## src/rtl/spi_frame_shifter.sv

```systemverilog
// Serialises a frame of WORD_W-bit words onto MOSI (SPI mode 0, MSB first) while driving an
// external spi_clk divider, then strobes the LED-driver latch once the whole frame is out.
module spi_frame_shifter #(
  parameter int WORD_W          = 8,
  parameter int WORDS_PER_FRAME = 48,
  parameter int LATCH_CYCLES    = 4
) (
  input  logic              clk,
  input  logic              rst,
  input  logic [WORD_W-1:0] s_data,
  input  logic              s_valid,
  output logic              s_ready,
  input  logic              spi_clk_in,
  input  logic              spi_active_in,
  output logic              spi_start,
  output logic              spi_div_rst,
  output logic              mosi,
  output logic              latch,
  output logic              busy,
  output logic              frame_done,
  output logic              underrun
);
  localparam int BIT_W = $clog2(WORD_W + 1);
  localparam int CNT_W = $clog2(WORDS_PER_FRAME + 1);
  localparam int CYC_W = $clog2(LATCH_CYCLES + 2);

  typedef enum logic [2:0] {
    S_IDLE, S_START, S_SHIFT, S_STOP, S_LATCH, S_ABORT, S_DONE
  } state_t;

  state_t            state_q, state_d;
  logic [2:0]        sync_q, sync_d;
  logic [WORD_W-1:0] buf_q, buf_d;
  logic [WORD_W-1:0] sh_q, sh_d;
  logic              buf_full_q, buf_full_d;
  logic              mosi_q, mosi_d;
  logic [BIT_W-1:0]  bit_cnt_q, bit_cnt_d;
  logic [CNT_W-1:0]  word_cnt_q, word_cnt_d;
  logic [CNT_W-1:0]  accept_cnt_q, accept_cnt_d;
  logic [CYC_W-1:0]  cyc_q, cyc_d;
  logic              underrun_q, underrun_d;
  logic              aborted_q, aborted_d;
  logic              rise, fall, accept, frame_open;
  logic              active_unused;

  // The divider's active flag is informational only; edges are taken from spi_clk itself.
  assign active_unused = spi_active_in;

  assign rise       = sync_q[1] & ~sync_q[2];
  assign fall       = ~sync_q[1] & sync_q[2];
  assign frame_open = accept_cnt_q < CNT_W'(WORDS_PER_FRAME);

  always_comb begin
    s_ready = 1'b0;
    if (rst) begin
      if (state_q == S_ABORT) s_ready = frame_open;
      else s_ready = frame_open & ~buf_full_q & (state_q != S_LATCH) & (state_q != S_DONE);
    end
  end

  assign accept = s_valid & s_ready;

  always_comb begin
    state_d      = state_q;
    sync_d       = {sync_q[1:0], spi_clk_in};
    buf_d        = buf_q;
    buf_full_d   = buf_full_q;
    sh_d         = sh_q;
    mosi_d       = mosi_q;
    bit_cnt_d    = bit_cnt_q;
    word_cnt_d   = word_cnt_q;
    accept_cnt_d = accept_cnt_q;
    cyc_d        = '0;
    underrun_d   = underrun_q;
    aborted_d    = aborted_q;

    // Words accepted while aborting are counted but thrown away.
    if (accept) begin
      accept_cnt_d = accept_cnt_q + 1'b1;
      if (state_q != S_ABORT) begin
        buf_d      = s_data;
        buf_full_d = 1'b1;
      end
    end

    case (state_q)
      S_IDLE: begin
        if (buf_full_q) begin
          sh_d       = buf_q;
          buf_full_d = 1'b0;
          mosi_d     = buf_q[WORD_W-1];
          bit_cnt_d  = '0;
          word_cnt_d = '0;
          state_d    = S_START;
        end
      end
      S_START: begin
        underrun_d = 1'b0;
        aborted_d  = 1'b0;
        state_d    = S_SHIFT;
      end
      S_SHIFT: begin
        if (rise) begin
          bit_cnt_d = bit_cnt_q + 1'b1;
        end else if (fall) begin
          if (bit_cnt_q < BIT_W'(WORD_W)) begin
            sh_d   = sh_q << 1;
            mosi_d = sh_q[WORD_W-2];
          end else if (word_cnt_q == CNT_W'(WORDS_PER_FRAME - 1)) begin
            mosi_d  = 1'b0;
            state_d = S_STOP;
          end else if (buf_full_q) begin
            sh_d       = buf_q;
            buf_full_d = 1'b0;
            mosi_d     = buf_q[WORD_W-1];
            bit_cnt_d  = '0;
            word_cnt_d = word_cnt_q + 1'b1;
          end else begin
            underrun_d = 1'b1;
            aborted_d  = 1'b1;
            mosi_d     = 1'b0;
            state_d    = S_ABORT;
          end
        end
      end
      S_STOP: begin
        mosi_d = 1'b0;
        cyc_d  = cyc_q + 1'b1;
        if (cyc_q == CYC_W'(1)) begin
          cyc_d   = '0;
          state_d = S_LATCH;
        end
      end
      S_LATCH: begin
        cyc_d = cyc_q + 1'b1;
        if (cyc_q == CYC_W'(LATCH_CYCLES - 1)) begin
          cyc_d   = '0;
          state_d = S_DONE;
        end
      end
      S_ABORT: begin
        // Hold at least two cycles, then wait for the rest of the frame to be flushed.
        mosi_d = 1'b0;
        cyc_d  = (cyc_q == CYC_W'(1)) ? cyc_q : cyc_q + 1'b1;
        if (cyc_q == CYC_W'(1) && !frame_open) begin
          cyc_d   = '0;
          state_d = S_DONE;
        end
      end
      S_DONE: begin
        accept_cnt_d = '0;
        state_d      = S_IDLE;
      end
      default: state_d = S_IDLE;
    endcase
  end

  always_ff @(posedge clk) begin
    if (!rst) begin
      state_q      <= S_IDLE;
      sync_q       <= '0;
      buf_full_q   <= 1'b0;
      mosi_q       <= 1'b0;
      bit_cnt_q    <= '0;
      word_cnt_q   <= '0;
      accept_cnt_q <= '0;
      cyc_q        <= '0;
      underrun_q   <= 1'b0;
      aborted_q    <= 1'b0;
    end else begin
      state_q      <= state_d;
      sync_q       <= sync_d;
      buf_full_q   <= buf_full_d;
      mosi_q       <= mosi_d;
      bit_cnt_q    <= bit_cnt_d;
      word_cnt_q   <= word_cnt_d;
      accept_cnt_q <= accept_cnt_d;
      cyc_q        <= cyc_d;
      underrun_q   <= underrun_d;
      aborted_q    <= aborted_d;
    end
  end

  always_ff @(posedge clk) begin
    buf_q <= buf_d;
    sh_q  <= sh_d;
  end

  assign spi_start   = (state_q == S_START);
  assign spi_div_rst = (state_q != S_START) && (state_q != S_SHIFT);
  assign mosi        = mosi_q;
  assign latch       = (state_q == S_LATCH);
  assign busy        = (state_q != S_IDLE);
  assign frame_done  = (state_q == S_DONE) && !aborted_q;
  assign underrun    = underrun_q;

endmodule

```

## config.mk

```make
export PLATFORM = sky130hd
export DESIGN_NAME = spi_frame_shifter
export DESIGN_NICKNAME = d
export VERILOG_FILES = /design/src/rtl/spi_frame_shifter.sv
export SDC_FILE = /design/constraint.sdc
export NUM_CORES = 1
export LEC_CHECK = 0
export ABC_CLOCK_PERIOD_IN_PS = 1600
export CAP_MARGIN = 20
export CELL_PAD_IN_SITES_DETAIL_PLACEMENT = 0
export CELL_PAD_IN_SITES_GLOBAL_PLACEMENT = 1
export CORE_ASPECT_RATIO = 1.4
export CORE_MARGIN = 2
export CORE_UTILIZATION = 40
export CTS_CLUSTER_SIZE = 12
export DETAILED_ROUTE_END_ITERATION = 6
export GPL_TIMING_DRIVEN = 0
export PLACE_DENSITY_LB_ADDON = 0.25
export SKIP_CTS_REPAIR_TIMING = 1
export SLEW_MARGIN = 30
export SYNTH_ARGS = -nofsm -noshare
export SYNTH_HDL_FRONTEND = slang
export SYNTH_SLANG_ARGS = --single-unit
```

## constraint.sdc

```tcl
create_clock -name clk -period 1.6 [get_ports clk]
set_input_delay 0.32 -clock clk [delete_from_list [all_inputs] [get_ports clk]]
set_output_delay 0.32 -clock clk [all_outputs]
set_load 0.01 [all_outputs]
```

Yosys cells after proc, flatten, opt, wreduce, memory -nomap -nowiden
Cells that the tools add are included.

word-level totals
  register bits = 44
  input port bits = 13
  word-level logic and storage cells = 133

cells by class
  add/subtract/negate cells = 4
  order comparisons = 2
  equal/unequal tests = 30
  mux-type cells = 57
  bitwise gates (word level) = 10
  reductions and logical operators = 19

operators by type and width
  cell                                                                      count
  8-bit two-way mux                                                         5
  3-bit two-way mux                                                         13
  6-bit two-way mux                                                         6
  3-bit inequality test (second input constant)                             8
  1-bit two-way mux                                                         20
  4-bit two-way mux                                                         5
  3-bit one-hot mux with 6 select lines                                     1
  2-bit inequality test (second input constant)                             8
  8-bit one-hot mux with 2 select lines                                     1
  6-bit by 1-bit adder with 6-bit output (second input constant)            2
  6-bit one-hot mux with 2 select lines                                     1
  4-bit AND reduction                                                       3
  3-bit by 2-bit equality test with 1-bit output (second input constant)    3
  3-bit equality test (second input constant)                               3
  3-bit one-hot mux with 3 select lines                                     1
  4-bit one-hot mux with 2 select lines                                     1
  8-bit AND reduction                                                       1
  7-bit AND reduction                                                       1
  1-bit bitwise AND                                                         6
  3-bit by 1-bit equality test with 1-bit output (second input constant)    2
  6-bit equality test (second input constant)                               1
  6-bit less-than comparator (second input constant)                        1
  3-bit by 2-bit inequality test with 1-bit output (second input constant)  2
  6-bit AND reduction                                                       1
  15 further kinds                                                          26

Logic depth before layout (Yosys ltp)
Gate-level depths: netlist of run 1.

  depth after elaboration = 14
  gate-level depth with buffers = 6
  mapped depth without buffers = 6

Least setup slack after synthesis of run 1
Ideal clock, no wire load.

  path type = input to register
  start = in rst
  end = reg buf_q[0], enable pin
  setup time = 0.375 ns
  arrival = 1.288 ns
  setup slack = -0.064 ns
  stages on the path = 4
  path buffers = 1
  cell sequence = buf_6 > a21boi_4 > o2111ai_4 > a21oi_1

on the way
  cells in the longest elaborated chain, start to end = 3

RTL lines
  item                           RTL line  source
  start, declared                9         input logic rst,
  1-bit two-way mux              55        if (rst) begin
  1-bit bitwise AND              61        assign accept = s_valid & s_ready;
  2-bit AND reduction (no line)  n/a
  end signal, assigned           185       buf_q <= buf_d;
  end, declared                  33        logic [WORD_W-1:0] buf_q, buf_d;

No other way between the ends.
A chain may end at the register's enable or synchronous reset.

Worst setup path in the final report of run 1
  start = reg state_q[2]
  end = out frame_done

on the way
  cells in the longest elaborated chain, start to end = 2

RTL lines
  item                    RTL line  source
  start, declared         31        state_t state_q, state_d;
  start signal, assigned  171       state_q <= state_d;
  3-bit equality test     194       assign frame_done = (state_q == S_DONE) && !aborted_q;
  1-bit logical AND       194
  end, declared           20        output logic frame_done,

No other way between the ends.

==> results of run 1 <==
==> layout make-up <==
type | instances | share of cell area, %
multi-input combinational | 183 | 44.6
sequential | 43 | 32.4
timing repair buffer | 45 | 11.9
buffer | 11 | 3.17
tap | 68 | 2.69
clock buffer | 6 | 2.61
inverter | 12 | 1.54
clock inverter | 2 | 1.11
==> critical path, cell delays in order (launching register included) <==
cell	delay, ns
dfxtp_4	0.39
or2b_4	0.31
or2_4	0.25
nor2_1	0.08
buf_2	0.13
==> through the flow <==
step	util [%]	hold WS [ns]
after floorplan	-	0.412
after global placement	46.6	0.420
after detailed placement	46.6	0.424
after CTS	48.7	0.315
after global routing	56.8	0.334
final	56.8	0.322
==> kinds of logic after synthesis <==
kind of cell | share of synthesized area [%]
compound gates | 19.9
buf+inv | 4.41
flops | 43.5
fa+ha+maj | 4.84
xor+xnor | 0.754
simple gates | 23.1
mux | 3.44
==> sequential cells by signal, indices dropped and copies added (netlist names) <==
register      count
word_cnt_q        6
aborted_q         1
state_q           3
bit_cnt_q         4
cyc_q             3
sh_q              7
mosi              1
accept_cnt_q      6
buf_q             8
sync_q            3
buf_full_q        1
==> synth_stat cells, drive strengths merged, types with 4 or more instances <==
cell	n	area, µm²
nor2	14	52.6
a21oi	14	70.1
a31oi	5	31.3
buf	7	42.5
nor3	4	20.0
nand3	12	60.1
clkbuf	4	15.0
a32oi	4	35.0
o21ai	16	80.1
nand2b	7	43.8
mux2i	8	80.1
edfxtp	15	450
dfxtp	28	561
nand3b	5	37.5
inv	11	41.3
nand2	29	109
ha	9	113
==> metal layers <==
layer  global-route usage (%)  part of all wire, %  vias to the layer above
li1                         -                    -                     1024
met1                     22.8                   42                      997
met2                     31.0                   52                       53
met3                     3.00                  3.7                       13
met4                     7.00                  2.4                        0
met5                        0                    0                        -
==> final timing paths <==
| path | from | to | slack [ns] | cells past startpoint |
|---|---|---|---|---|
| hold reg to reg | sync_q[0] | sync_q[1] | 0.44 | 1 |
| setup reg to reg | state_q[0] | bit_cnt_q[3] | -0.04 | 6 |
| setup / recovery | state_q[2] | frame_done | -0.18 | 4 |
| hold / removal | rst | bit_cnt_q[2] | 0.32 | 3 |
==> power groups by stage <==
stage / clock network, mW / registers, mW / logic, mW
global route: 0.939 / 1.58 / 2.24
global placement: 0 / 1.53 / 1.46
floorplan: 0 / 1.51 / 0.994
detailed placement: 0 / 1.54 / 1.46
finish: 0.878 / 1.55 / 2.11
CTS: 0.895 / 1.51 / 1.47
==> run summary, run 1 <==
=================================================================================================
Result of the run                                                                    finished with violations
Violations in the final reports                                                      negative setup slack
Switching power                                                                           1.62 mW
Maximum fanout count along the critical path                                                    6
Layout cell share with drive strength beyond 1                                              31.5%
Critical Path Source Type                                                                    flop
Post-synth ARST share                                                                          0%
Residual DRC count                                                                              0
Post-Layout Cell Count                                                                        370
Fillers                                                                                       505
Post-DRT Antenna Nets                                                                           0
Internal Power                                                                            2.91 mW
Number of instances in the placed design                                                      335
Layout overhead on the synthesized area                                                     36.0%
Wire length of the first global-routing pass                                              8.94 mm
Number of H-tree levels                                                                         2
First DRT Iteration DRCs                                                                      109
Clock network fraction of design power                                                      19.3%
Die extent in x                                                                           68.4 µm
Number of port buffers                                                                         18
Share of synthesized area occupied by flip-flops and latches                                43.5%
Footprint of the multi-input gates                                                    0.00141 mm²
Final worst clock skew                                                                 0.00570 ns
Clock Tree Root                                                                          clkbuf_8
Global routing usage summed across all routing layers                                       18.4%
Pin count of the biggest net entering global routing                                           14
Arr. time, crit path                                                                      1.46 ns
Instance count of the mapped netlist                                                          249
Clock Pin Slew Worst Setup and Hold Paths                                                 0.08 ns
Maximum frequency from static timing analysis                                           0.563 GHz
Rel. slew slack                                                                             62.1%
Combinational cell fraction of total power                                                  46.5%
Setup violators final                                                                           9
Vias                                                                                         2087
Total number of placement rows                                                                 32
Pins over their slew limit                                                                      0
Post-synthesis area per instance                                                         9.34 µm²
Detailed-routing iteration count for the pre-antenna-repair pass                                6
Top-level I/O count                                                                            21
Power density of the placed cells                                                     1440 mW/mm²
Final Hold Vio Count                                                                            0
Critical path capture point type                                                     primary output
Initial Utilization                                                                         41.8%
Full die area                                                                         0.00645 mm²
Clk buf depth                                                                                   2
Crit path required time                                                                   1.28 ns
Fraction of the cycle the final worst path needs                                             111%
Antenna violations before repair                                                                0
Minimum period implied by the final worst setup slack                                     1.78 ns
Aggregate global routing overflow                                                               0
Antenna Diode Count                                                                             0
Area of all placed cells without fillers                                              0.00316 mm²
Clk Latency, worst-skew pair                                                              0.30 ns
Net switching fraction of the power                                                         35.8%
Max cap viols                                                                                   0
Mean number of vias per cell                                                                 5.64
Most common library cell in the layout ignoring fill and taps                             nand2_1
Final sum of negative setup slack                                                       -0.547 ns
Number of global-route vias before repair                                                    1827
Die H                                                                                     94.2 µm
Post-Syn Area                                                                         0.00232 mm²
Post-detailed-placement cell area                                                     0.00259 mm²
Setup repair after global routing missed its margin                                          true
Half-perimeter wire length of the detailed placement result                               3.98 mm
CTS sink cnt                                                                                   43
Flip-flop and latch count after synthesis                                                      43
Placer Congestion                                                                           0.827
Kind of path behind the tightest hold check                                             in -> reg
Worst Setup Slack, final                                                                -0.175 ns
Flip-flop cell with the highest count after synthesis                                     dfxtp_1
Leak pwr                                                                                  1.15 nW
Total power                                                                               4.54 mW
Detailed-route wire length                                                                6.26 mm
Worst supply voltage drop on vdd                                                       0.000649 V
Number of buffers created by CTS                                                                5
Average routed wire per standard cell                                                     16.9 µm
Number of distinct library cell variants in the gate-level netlist after synthesis             59
Critical path class                                                                    reg -> out
Commonest cells after routing, fill and taps aside                                   nand2_1 (28), buf_4 (26), dfxtp_1 (22)
Worst slack at placement                                                                -0.542 ns
Sequential cell area in the final layout                                              0.00102 mm²
Worst-margin pin slew                                                                    0.569 ns
TritonCTS clock tree                                                                         done
Synthesized Nets                                                                              271
EDFF count, synth                                                                              15
Number of nets in the layout                                                                  323
Seq pwr share                                                                               34.2%
Number of synthesis warnings                                                                    0
Placeable core region                                                                 0.00557 mm²
=================================================================================================
No activity file was read; power rests on OpenSTA's default activity.
==> inputs of run 2 (changes only) <==
--- a/config.mk
+++ b/config.mk
@@ -5,8 +5,8 @@
 export SDC_FILE = /design/constraint.sdc
 export NUM_CORES = 1
 export LEC_CHECK = 0
-export ABC_CLOCK_PERIOD_IN_PS = 1600
-export CAP_MARGIN = 20
+export ABC_CLOCK_PERIOD_IN_PS = 1500
+export CAP_MARGIN = 30
 export CELL_PAD_IN_SITES_DETAIL_PLACEMENT = 0
 export CELL_PAD_IN_SITES_GLOBAL_PLACEMENT = 1
 export CORE_ASPECT_RATIO = 1.4
==> constraint.sdc (replaced) <==
create_clock -name clk -period 1.5 [get_ports clk]
set_input_delay 0.3 -clock clk [delete_from_list [all_inputs] [get_ports clk]]
set_output_delay 0.3 -clock clk [all_outputs]
set_load 0.01 [all_outputs]
==> run 2 against run 1 <==
Net effect:
- the run still ends with negative setup slack left
- via count down 1.1%
- largest cell class unchanged
- largest power group unchanged
- global-route usage up 0.51 points
- highest routed layer unchanged
- sequential share of layout area down 0.94 points
- critical path depth unchanged
- critical endpoint unchanged
- critical path type unchanged
- hold slack worse by 0.031 ns
==> run summary, run 2 (synthesis results as in run 1) <==
===============================================================================
Net switching fraction of the power                                       36.2%
Switching power                                                         1.75 mW
Area of all placed cells without fillers                            0.00328 mm²
Global routing usage summed across all routing layers                     18.9%
Max cap viols                                                                 0
Placer Congestion                                                         0.821
Minimum period implied by the final worst setup slack                   1.76 ns
Number of H-tree levels                                                       2
Critical Path Source Type                                                  flop
Worst Path Buf+Inv                                                            1
Critical path class                                                  reg -> out
Antenna violations before repair                                              0
Reg2Reg Launch Point                                                 state_q[0]
Arr. time, crit path                                                    1.46 ns
Seq pwr share                                                             34.2%
Critical path capture point type                                   primary output
Die extent in x                                                         68.4 µm
Pins over their slew limit                                                    0
Clk Latency, worst-skew pair                                            0.30 ns
Largest registers                                                  buf_q x8, sh_q x7
Post-detailed-placement cell area                                   0.00260 mm²
Fillers                                                                     472
Layout cell share with drive strength beyond 1                            35.5%
Maximum fanout count along the critical path                                  6
Critical-path cell with the highest stage delay                         dfxtp_4
Antenna Diode Count                                                           0
Max reg flops                                                                 8
Initial Utilization                                                       41.8%
Number of nets in the layout                                                328
TritonCTS clock tree                                                       done
Crit path required time                                                 1.20 ns
Sequence of cells on the critical path                             or2b_4 > or2_4 > nor2_2 > buf_2
Leak pwr                                                                1.24 nW
Maximum frequency from static timing analysis                         0.569 GHz
Number of instances in the placed design                                    335
Result of the run                                                  finished with violations
Sequential cell area in the final layout                            0.00103 mm²
Clock network fraction of design power                                    15.8%
Register-to-register setup slack                                       -0.18 ns
WHS Endpoint                                                       word_cnt_q[3]
Mean number of vias per cell                                               5.50
Placeable core region                                               0.00557 mm²
Register with the most flip-flops                                         buf_q
Average routed wire per standard cell                                   16.1 µm
Worst slack at placement                                              -0.613 ns
Total power                                                             4.85 mW
Setup repair after global routing missed its margin                        true
RR Endpoint                                                        bit_cnt_q[1]
Setup violators final                                                        29
Half-perimeter wire length of the detailed placement result             3.98 mm
Full die area                                                       0.00645 mm²
Pin count of the biggest net entering global routing                         13
Aggregate global routing overflow                                             0
Combinational cell fraction of total power                                50.0%
Clock Tree Root                                                        clkbuf_8
Most common library cell in the layout ignoring fill and taps           nand2_1
Rel. slew slack                                                           61.3%
Final worst clock skew                                               0.00569 ns
Power density of the placed cells                                   1480 mW/mm²
Worst Setup Slack, final                                              -0.258 ns
Worst stage delay on the critical path                                  0.39 ns
Clock Pin Slew Worst Setup and Hold Paths                               0.08 ns
Detailed-routing iteration count for the pre-antenna-repair pass              4
Number of global-route vias before repair                                  1857
CTS sink cnt                                                                 43
R2R cell count                                                                5
Number of buffers created by CTS                                              5
Layout overhead on the synthesized area                                   41.1%
Post-DRT Antenna Nets                                                         0
Fraction of the cycle the final worst path needs                           117%
Footprint of the multi-input gates                                  0.00146 mm²
Top-level I/O count                                                          21
Final sum of negative setup slack                                      -1.92 ns
Residual DRC count                                                            0
Post-Layout Cell Count                                                      375
Die H                                                                   94.2 µm
Final standard cell utilization of the core                               58.9%
Total number of placement rows                                               32
Worst hold path depth                                                         3
First DRT Iteration DRCs                                                     84
Cell class contributing the biggest share of worst-path delay      simple AND/OR/NAND/NOR gates
Violations in the final reports                                    negative setup slack
Hold WS                                                                0.290 ns
Number of port buffers                                                       18
Detailed-route wire length                                              6.03 mm
Worst-margin pin slew                                                  0.581 ns
Worst supply voltage drop on vdd                                     0.000657 V
Clk buf depth                                                                 2
Vias                                                                       2063
Startpoint of the lowest-slack hold path                                    rst
Commonest cells after routing, fill and taps aside                 nand2_1 (27), buf_4 (23), dfxtp_1 (18)
Wire length of the first global-routing pass                            9.09 mm
Internal Power                                                          3.09 mW
Kind of path behind the tightest hold check                           in -> reg
Final Hold Vio Count                                                          0
===============================================================================
## run 2: layer usage
layer / vias up / global-route usage (%) / share of wire (%)
li1: 1035 / - / -
met1: 976 / 23.2 / 41
met2: 43 / 31.7 / 53
met3: 9 / 4.56 / 4.4
met4: 0 / 6.00 / 1.6
met5: - / 0 / 0
## run 2: worst max-delay path by stage
stage	start	endpoint	slack (ns)	cells after the start
finish	state_q[2]	frame_done	-0.26	4
detailed placement	state_q[1]	frame_done	-0.61	5
floorplan	word_cnt_q[0]	bit_cnt_q[1]	0.009	5
global placement	state_q[0]	spi_start	-0.64	5
CTS	state_q[0]	spi_start	-0.94	5
global route	state_q[1]	frame_done	-0.32	6
## run 2: area by class of cell
| cell class | instances | share of cell area (%) |
|---|---|---|
| Timing Repair Buffer | 50 | 13.8 |
| Inverter | 12 | 1.49 |
| Sequential cell | 43 | 31.4 |
| Tap cell | 68 | 2.59 |
| Buffer | 11 | 3.32 |
| Clock buffer | 7 | 2.63 |
| Clock inverter | 1 | 0.114 |
| Multi-Input combinational cell | 183 | 44.6 |
## run 2: power groups by stage
stage / registers [mW] / logic, mW / clock network [mW]
floorplan: 1.61 / 1.07 / 0
global route: 1.69 / 2.61 / 0.833
global placement: 1.64 / 1.57 / 0
CTS: 1.61 / 1.58 / 0.779
finish: 1.66 / 2.42 / 0.766
detailed placement: 1.64 / 1.57 / 0
## run 2: worst register-to-register path, delay by kind of cell (launching register included)
family          cells  cell delay [ns]
compound gates      2             0.66
buf+inv             1             0.14
flops               1             0.37
simple gates        2             0.38
